`src/rtl/carryskip_operand_sequencer_if.sv`:
```
// rtl/carryskip_operand_sequencer_if.sv - byte-in / sum-out valid/ready handshake bundle
interface carryskip_operand_sequencer_if;
  logic [7:0] in_data;
  logic       in_valid;
  logic       in_ready;
  logic [7:0] out_sum;
  logic       out_valid;
  logic       out_ready;

  // Producer/consumer side: drives bytes in, accepts sums out
  modport master (
    output in_data, in_valid, out_ready,
    input  in_ready, out_sum, out_valid
  );

  // Sequencer side
  modport slave (
    input  in_data, in_valid, out_ready,
    output in_ready, out_sum, out_valid
  );
endinterface

```
`src/rtl/carryskip_operand_sequencer.sv`:
```
// rtl/carryskip_operand_sequencer.sv - collects A/B bytes, drives the adder, returns the sum
module carryskip_operand_sequencer #(
  parameter int ADDER_LAT = 1,
  parameter int COUNT_W   = 8
) (
  input  logic                         clk,
  input  logic                         rst,
  carryskip_operand_sequencer_if.slave bus,
  output logic [7:0]                   add_a,
  output logic [7:0]                   add_b,
  input  logic [7:0]                   add_sum,
  output logic                         busy,
  output logic [COUNT_W-1:0]           txn_count
);

  localparam int                LAT_W    = $clog2(ADDER_LAT + 1);
  // Final ISSUE cycle: the adder's registered sum is valid for the held operands
  localparam logic [LAT_W-1:0]  LAT_LAST = LAT_W'(ADDER_LAT);

  localparam logic [1:0] ST_GET_A = 2'd0;
  localparam logic [1:0] ST_GET_B = 2'd1;
  localparam logic [1:0] ST_ISSUE = 2'd2;
  localparam logic [1:0] ST_HOLD  = 2'd3;

  logic [1:0]         state_q, state_d;
  logic [7:0]         add_a_q, add_a_d;
  logic [7:0]         add_b_q, add_b_d;
  logic [7:0]         out_sum_q, out_sum_d;
  logic               out_valid_q, out_valid_d;
  logic [COUNT_W-1:0] txn_count_q, txn_count_d;
  logic [LAT_W-1:0]   lat_cnt_q, lat_cnt_d;

  logic in_ready;
  logic byte_hs;
  logic res_hs;

  // Byte acceptance depends only on state, so in_ready never combinationally follows in_valid
  always_comb begin
    in_ready = (state_q == ST_GET_A) || (state_q == ST_GET_B);
    byte_hs  = bus.in_valid && in_ready;
    res_hs   = out_valid_q && bus.out_ready;
  end

  // Next-state and datapath update for the A -> B -> ISSUE -> HOLD sequence
  always_comb begin
    state_d     = state_q;
    add_a_d     = add_a_q;
    add_b_d     = add_b_q;
    out_sum_d   = out_sum_q;
    out_valid_d = out_valid_q;
    txn_count_d = txn_count_q;
    lat_cnt_d   = lat_cnt_q;
    case (state_q)
      ST_GET_A: begin
        if (byte_hs) begin
          add_a_d = bus.in_data;
          state_d = ST_GET_B;
        end
      end
      ST_GET_B: begin
        if (byte_hs) begin
          add_b_d   = bus.in_data;
          lat_cnt_d = '0;
          state_d   = ST_ISSUE;
        end
      end
      ST_ISSUE: begin
        // Operands stay frozen while the adder settles; sample its output once
        if (lat_cnt_q == LAT_LAST) begin
          out_sum_d   = add_sum;
          out_valid_d = 1'b1;
          state_d     = ST_HOLD;
        end else begin
          lat_cnt_d = lat_cnt_q + LAT_W'(1);
        end
      end
      ST_HOLD: begin
        if (res_hs) begin
          out_valid_d = 1'b0;
          txn_count_d = txn_count_q + COUNT_W'(1);
          state_d     = ST_GET_A;
        end
      end
      default: state_d = ST_GET_A;
    endcase
  end

  // State registers; reset drops any in-flight pair and its pending result
  always_ff @(posedge clk) begin
    if (rst) begin
      state_q     <= ST_GET_A;
      add_a_q     <= '0;
      add_b_q     <= '0;
      out_sum_q   <= '0;
      out_valid_q <= 1'b0;
      txn_count_q <= '0;
      lat_cnt_q   <= '0;
    end else begin
      state_q     <= state_d;
      add_a_q     <= add_a_d;
      add_b_q     <= add_b_d;
      out_sum_q   <= out_sum_d;
      out_valid_q <= out_valid_d;
      txn_count_q <= txn_count_d;
      lat_cnt_q   <= lat_cnt_d;
    end
  end

  // Output wiring
  always_comb begin
    bus.in_ready  = in_ready;
    bus.out_sum   = out_sum_q;
    bus.out_valid = out_valid_q;
    add_a         = add_a_q;
    add_b         = add_b_q;
    busy          = (state_q != ST_GET_A);
    txn_count     = txn_count_q;
  end

endmodule

```
`src/flat_wrapper.sv`:
```
// flat-port wrapper written by rule: the top's interface ports become plain ports
module carryskip_operand_sequencer_flat 
#(
  parameter int ADDER_LAT = 1,
  parameter int COUNT_W   = 8
)
  (clk, rst, add_a, add_b, add_sum, busy, txn_count, bus_in_data, bus_in_valid, bus_out_ready, bus_in_ready, bus_out_sum, bus_out_valid);
  carryskip_operand_sequencer_if bus_i ();
  input  logic clk;
  input  logic rst;
  output logic [7:0] add_a;
  output logic [7:0] add_b;
  input  logic [7:0] add_sum;
  output logic busy;
  output logic [COUNT_W-1:0] txn_count;
  input wire logic [$bits(bus_i.in_data)-1:0] bus_in_data;
  input wire logic [$bits(bus_i.in_valid)-1:0] bus_in_valid;
  input wire logic [$bits(bus_i.out_ready)-1:0] bus_out_ready;
  output wire logic [$bits(bus_i.in_ready)-1:0] bus_in_ready;
  output wire logic [$bits(bus_i.out_sum)-1:0] bus_out_sum;
  output wire logic [$bits(bus_i.out_valid)-1:0] bus_out_valid;
  assign bus_i.in_data = bus_in_data;
  assign bus_i.in_valid = bus_in_valid;
  assign bus_i.out_ready = bus_out_ready;
  assign bus_in_ready = bus_i.in_ready;
  assign bus_out_sum = bus_i.out_sum;
  assign bus_out_valid = bus_i.out_valid;
  carryskip_operand_sequencer #(.ADDER_LAT(ADDER_LAT), .COUNT_W(COUNT_W)) u_core (.clk(clk), .rst(rst), .bus(bus_i), .add_a(add_a), .add_b(add_b), .add_sum(add_sum), .busy(busy), .txn_count(txn_count));
endmodule
```
`config.mk`:
```
export PLATFORM = sky130hd
export DESIGN_NAME = carryskip_operand_sequencer_flat
export DESIGN_NICKNAME = d
export VERILOG_FILES = /design/src/rtl/carryskip_operand_sequencer_if.sv /design/src/rtl/carryskip_operand_sequencer.sv /design/src/flat_wrapper.sv
export SDC_FILE = /design/constraint.sdc
export NUM_CORES = 1
export LEC_CHECK = 0
export ABC_AREA = 1
export ABC_CLOCK_PERIOD_IN_PS = 2060
export BUFFER_PORTS_ARGS = -buffer_cell sky130_fd_sc_hd__buf_2
export CAP_MARGIN = 20
export CORE_MARGIN = 5
export CORE_UTILIZATION = 40
export DETAILED_ROUTE_END_ITERATION = 6
export HOLD_SLACK_MARGIN = 0.1
export PLACE_DENSITY = 0.73
export SYNTH_ARGS = -nofsm -noshare
export SYNTH_HDL_FRONTEND = slang
export SYNTH_SLANG_ARGS = --single-unit
```
`constraint.sdc`:
```
create_clock -name clk -period 2.06 [get_ports clk]
set_input_delay 0.412 -clock clk [delete_from_list [all_inputs] [get_ports clk]]
set_output_delay 0.412 -clock clk [all_outputs]
set_load 0.005 [all_outputs]
```
==> results by group, run 1 <==
Status
  – Status: complete, no violations

Power
  – Pwr per Cell Area: 1190 nW/um^2
  – Leakage: 0.9872 nW
  – Overall power: 2.349 mW
  – Max VDD drop: 0.3515 mV

Layout
  – Multi-input gate area: 674.4 sq um
  – Share of cells above drive strength 1: 25.87%
  – Area delta synth->final: 32.49%
  – Net count, final: 284
  – Storage cell area: 720.7 sq um
  – N_diodes: 0
  – FILL cells: 373

Timing
  – Final Skew: 7.077 ps
  – Hold Fails Final Rpt: 0
  – Total negative slack: 0 ps
  – PnR worst setup slack: 373.9 ps
  – Slew HR: 78.92%
  – Hold slack: 327.8 ps
  – Slew Limit Fails: 0
  – Max frequency: 593.1 MHz
  – RSZ-0062 raised after global routing: no
  – Final setup fails: 0
  – Tcrit/Tclk final: 81.85%
  – Worst Max-Slew Pin Slew: 315.5 ps
  – Fin crit period: 1686 ps

Die
  – Starting Density: 41.01%
  – Die Area: 5046 sq um
  – Core area: 3633 sq um
  – # rows: 22
  – DIE WIDTH: 71.04 microns
  – Die H: 71.04 microns
  – Ports: 55

GRT
  – Vias in the first global route: 1345
  – Largest net degree at the start of global routing: 28
  – Grt ovf: 0
  – First-pass GRT wire length: 5927 microns
  – GRT Total Usage: 14.61%
  – Initial antenna violation count: 0

Placement
  – Setup slack at placement: 576.8 ps
  – Hpwl dp: 2528 microns
  – RD Place Congestion: 0.8497
  – Number of port buffers: 54

Detailed routing
  – DR WL/cell: 11.05 microns
  – Drt drc: 0
  – Iteration-0 DRC Markers: 108
  – Via count: 1425
  – Final ANT Viol Nets: 0
  – Drt pass-1 iters: 4
  – DR vias/cell: 4.642
  – Post-Route WL: 3393 microns

CTS
  – CTS tree: built
  – Postcts setup bufs: 0
  – Post-CTS sizing: 0
  – Root Buffer: clkbuf_8
  – CTS HTree Levels: 2
  – CTS Buffer Depth: 2
  – Sinks on Clock Net: 36
  – Clock-pin slew on the worst setup and hold paths: 70 ps
  – Skew-Pair Late Insertion Delay: 280 ps
  – Hold Buf Count CTS: 0
  – Inserted Clock Buffers: 5

Worst setup path
  – Worst path max stage delay: 380 ps
  – Crit path DAT: 1270 ps
  – Most frequent CP cell: inv_1
  – CP max FO: 4
  – CP top delay family: flip-flops
  – Worst path bufs/invs: 3
  – CP max-delay cell: dfxtp_1
  – Crit end category: primary output
  – Crit path kind: reg2out
  – Req. time, crit path: 1650 ps
  – Crit-path cells: inv_1, ha_1, inv_1, nand2_1, buf_2
  – Startpoint types: flip-flop

Logic synthesis
  – Mapped Cells: 199
  – Post-synth top area share: 48.36%
  – Sequential element share of the synthesized area: 48.36%
  – Synth Area in Compound Gates: 12.59%
  – Synth area leader: dfxtp_1
  – Ranking of synthesized cells by area: dfxtp_1, nor2_1, o21ai_0, inv_1, nand2_1
  – Post-synthesis mux area share: 0%
  – Combinational family with the most area after synthesis: simple AND/OR/NAND/NOR gates
  – Adder-cell share of the synthesized area: 5.038%
  – Simple-gate area share of the yosys netlist: 27.04%
  – Register bit count reported by yosys: 36
  – Cell variety after synth: 17
  – Xor and xnor area share after synthesis: 0.5877%
  – Yosys Warn Count: 0
  – Mapped cell area: 1490 sq um
  – Post-Syn Area per Cell: 7.488 sq um
  – Mapped Nets: 225

Job
  – Number of max-cap violations: 0

Min path
  – Worst min path class: in2reg
[cell usage in the layout, fill, tap and decap left out]
| master | netlist | layout |
|---|---|---|
| a21oi_1 | 8 | 8 |
| buf_2 | 1 | 54 |
| buf_4 | 0 | 1 |
| bufinv_16 | 0 | 3 |
| clkbuf_8 | 0 | 5 |
| dfxtp_1 | 36 | 36 |
| ha_1 | 6 | 6 |
| inv_1 | 22 | 22 |
| nand2_1 | 22 | 22 |
| nand3_1 | 5 | 5 |
| nand3_2 | 1 | 1 |
| nand3_4 | 1 | 1 |
| nand3b_1 | 1 | 1 |
| nand4_1 | 2 | 2 |
| nor2_1 | 60 | 60 |
| nor2_4 | 2 | 2 |
| o21a_1 | 1 | 1 |
| o21ai_0 | 28 | 28 |
| xnor2_1 | 1 | 1 |
[routing by layer]
metal  track usage, %  vias to the layer above  part of all wire (%)
met4            5.637                        0                   1.8
met5                0                        -                     0
met3            4.403                        7                   6.2
li1                 -                      745                     -
met2            25.64                       43                    49
met1            16.52                      630                    43
[where the power goes]
| part | total [mW] | internal [mW] | switching (mW) |
|---|---|---|---|
| Clock | 0.856 | 0.606 | 0.250 |
| Combinational | 0.609 | 0.248 | 0.361 |
| Sequential | 0.884 | 0.815 | 0.0686 |
[final cells by class]
type | count | share of cell area (%)
Clock inverter | 3 | 4.563
Tap cell | 48 | 3.042
Clock buffer | 5 | 3.485
Sequential cell | 36 | 36.50
Timing Repair Buffer | 55 | 14.07
Multi-Input combinational cell | 138 | 34.16
Inverter | 22 | 4.183
[stage by stage]
stage	std cells	area, sq um	util [%]
after floorplan	199	1490	-
after global placement	299	1815	49.97
after detailed placement	299	1815	49.97
after CTS	307	1974	54.34
after global routing	307	1974	54.34
final	307	1974	54.34
[flip-flops by register name (all words and copies together), names as in the netlist]
| register | count |
|---|---|
| u_core.add_a | 8 |
| u_core.add_b | 8 |
| u_core.bus.out_sum | 8 |
| u_core.txn_count | 8 |
| u_core.state_q | 2 |
| u_core.bus.out_valid | 1 |
| u_core.lat_cnt_q | 1 |
[final timing paths]
| check | cells after the start | end | slack (ps) | startpoint |
|---|---|---|---|---|
| hold / removal | 2 | u_core.lat_cnt_q$_SDFFE_PP0P_ | 330 | rst |
| hold reg to reg | 2 | u_core.bus.out_sum[5]$_SDFFE_PP0P_ | 480 | u_core.bus.out_sum[5]$_SDFFE_PP0P_ |
| setup / recovery | 5 | bus_in_ready | 370 | u_core.state_q[0]$_SDFFE_PP0P_ |
| setup reg to reg | 6 | u_core.add_b[2]$_SDFFE_PP0P_ | 600 | u_core.state_q[1]$_SDFFE_PP0P_ |
[cell families (layout without fill, tap and decap cells)]
group                      Yosys count  count (layout)
AOI/OAI and AO/OA                   37              37
xor gates and xnor gates             1               1
adders and majority gates            6               6
buffers and inverters               25              85
DFF                                 36              36
and+or+nand+nor                     94              94
[Yosys cell counts]
library cell	count
a21oi_1	8
buf_2	1
clkbuf_1	2
dfxtp_1	36
ha_1	6
inv_1	22
nand2_1	22
nand3_1	5
nand3_2	1
nand3_4	1
nand3b_1	1
nand4_1	2
nor2_1	60
nor2_4	2
o21a_1	1
o21ai_0	28
xnor2_1	1
No activity file was read; power rests on OpenSTA's default activity.
==> run 2: changes to the inputs <==
ABC_AREA = 0   (was 1)
ABC_CLOCK_PERIOD_IN_PS = 1700   (was 2060)
clock period = 1.7 ns   (was 2.06 ns; I/O delays follow)
==> run 2 against run 1 <==
Clock power is 24% lower. Clock-buffer cell count is 2 higher. Via count is 1.8% higher. Die area is 0.58% higher. Critical path type unchanged. Flip-flop and latch count stayed put. Clock skew hardly changed. Highest routed layer unchanged. Core utilization is 0.78 points lower. Hold slack worse by 19 ps.
==> results by group, run 2 <==
Status
  – Status: complete, no violations

Logic synthesis
  – FFs w/ async S/R, synth: 0%
  – Post-Syn Area per Cell: 8.334 sq um
  – Most numerous cell in the Yosys netlist: dfxtp_1
  – Ranking of synthesized cells by area: dfxtp_1, a21oi_1, nand3_1, nand2_1, ha_1
  – Synth area leader: dfxtp_1
  – Cell variety after synth: 30
  – Mapped Nets: 206
  – Sequential element share of the synthesized area: 48.04%
  – EDFF count, synth: 0
  – Mapped Cells: 180
  – Mapped cell area: 1500 sq um
  – Register bit count reported by yosys: 36
  – Main synth FF type: dfxtp_1
  – Top post-synthesis cells by count: dfxtp_1, nand2_1, a21oi_1
  – Yosys Warn Count: 0
  – Post-synth top area share: 48.04%

Timing
  – Total negative slack: 0 ps
  – RSZ-0062 raised after global routing: no
  – Hold Fails Final Rpt: 0
  – Slew HR: 73.47%
  – Fin crit period: 1626 ps
  – Final Skew: 7.468 ps
  – Worst Max-Slew Pin Slew: 397.9 ps
  – Final setup fails: 0
  – Slew Limit Fails: 0
  – Max frequency: 615.0 MHz
  – Tcrit/Tclk final: 95.65%

Detailed routing
  – Iteration-0 DRC Markers: 56
  – Via count: 1451
  – Final ANT Viol Nets: 0
  – DR vias/cell: 5.073
  – Met3 wire length: 264 microns
  – DRT met1 WL: 1587 microns
  – Drt pass-1 iters: 4
  – Drt drc: 0
  – WL met2: 1614 microns
  – DR WL/cell: 12.40 microns
  – Max Used Layer: met4
  – Post-Route WL: 3545 microns

Layout
  – Commonest non-fill, non-tap cell in the layout: buf_2
  – N_diodes: 0
  – Design Area, Final: 1961 sq um
  – Net count, final: 264
  – Final core occ: 53.55%
  – Area delta synth->final: 30.69%
  – Most frequent cells in the layout: buf_2, dfxtp_1, nand2_1, a21oi_1, nand3_1
  – Share of cells above drive strength 1: 33.19%

GRT
  – Initial antenna violation count: 0
  – Largest net degree at the start of global routing: 24
  – GRT Total Usage: 14.45%
  – Grt ovf: 0
  – Vias in the first global route: 1370
  – First-pass GRT wire length: 5940 microns

Die
  – DIE WIDTH: 71.24 microns
  – Ports: 55
  – # rows: 22
  – Starting Density: 40.98%
  – Die Area: 5075 sq um
  – Die H: 71.24 microns
  – Core area: 3661 sq um

Worst setup path
  – Reg2reg start: u_core.state_q[1]$_SDFFE_PP0P_
  – Critical Path Source: u_core.state_q[0]$_SDFFE_PP0P_
  – Crit path DAT: 1290 ps
  – CP max FO: 4
  – Req. time, crit path: 1360 ps
  – Startpoint types: flip-flop
  – Crit path kind: reg2out
  – Crit end category: primary output

Power
  – Leakage: 0.8494 nW
  – Max VDD drop: 0.6826 mV
  – Pwr per Cell Area: 1160 nW/um^2

CTS
  – Hold Buf Count CTS: 0
  – Sinks on Clock Net: 36
  – Skew-Pair Late Insertion Delay: 280 ps
  – CTS HTree Levels: 2
  – Root Buffer: clkbuf_8
  – Postcts setup bufs: 0
  – CTS tree: built
  – Post-CTS sizing: 3
  – CTS Buffer Depth: 2
  – Inserted Clock Buffers: 5
  – Clock-pin slew on the worst setup and hold paths: 70 ps

Placement
  – Number of port buffers: 54
  – RD Place Congestion: 0.7764
  – Hpwl dp: 2558 microns
  – Dpl cell area: 1844 sq um

Min path
  – Worst min path class: in2reg
  – Hold Startpoint: add_sum[1]

Job
  – Number of max-cap violations: 0
## run 2: cell types whose count changed in the layout (fill, tap and decap cells not counted), sizes merged, moves of 3 or more
cell and delta:
bufinv -3, inv -16, o21ai -26, a21oi +22, nand2 +9, nand3 +20, buf +6, nor2 -57
nand2b +3
## run 2: through the flow
step                      setup WS, ps  instances  hold WS, ps  power [mW]
after floorplan                  230.2        180        452.7       1.366
after global placement           238.5        279        440.3       1.599
after detailed placement         190.9        279        445.7       1.613
after CTS                        3.125        286        303.8       2.263
after global routing             13.69        286        311.4       2.425
final                            73.87        286        308.8       2.274
## run 2: path summary, 6_finish.rpt
kind / endpoint / slack, ps / cells after the start
max reg2reg: u_core.txn_count[6]$_SDFFE_PP0P_ / 220 / 4
max: bus_in_ready / 70 / 4
min: u_core.bus.out_sum[1]$_SDFFE_PP0P_ / 310 / 3
min reg2reg: u_core.bus.out_sum[5]$_SDFFE_PP0P_ / 450 / 2
## run 2: layout make-up
class | count | area, sq um
well taps | 48 | 60.06
clock buffers | 7 | 96.34
inverters | 6 | 22.52
flip-flops and latches | 36 | 725.7
fillers | 361 | 1700
repair buffers | 61 | 322.8
multi-input cells | 128 | 733.2
## run 2: logic make-up (layout without fill, tap and decap cells)
kind of cell	after synthesis	in the layout	synth area share, %
fa+ha+maj	6	6	5.004
mux	3	3	2.085
flops	36	36	48.04
xor+xnor	2	2	1.168
simple gates	78	78	25.19
buf+inv	16	74	4.086
compound gates	39	39	14.43
## run 2: report_power, final
| group | internal (mW) | switching, mW | total (mW) |
|---|---|---|---|
| combinational | 0.278 | 0.361 | 0.639 |
| clock | 0.361 | 0.290 | 0.651 |
| sequential | 0.934 | 0.0499 | 0.984 |
## run 2: worst max-delay path, cell delays in order (launching register included)
cell	delay [ps]
dfxtp_2	350
inv_2	70
ha_4	160
or2_2	300
buf_2	130
## run 2: layer usage
layer	up-vias	track usage, %
met4	0	5.428
met5	-	0
met1	650	17.66
li1	735	-
met3	9	4.909
met2	57	23.47
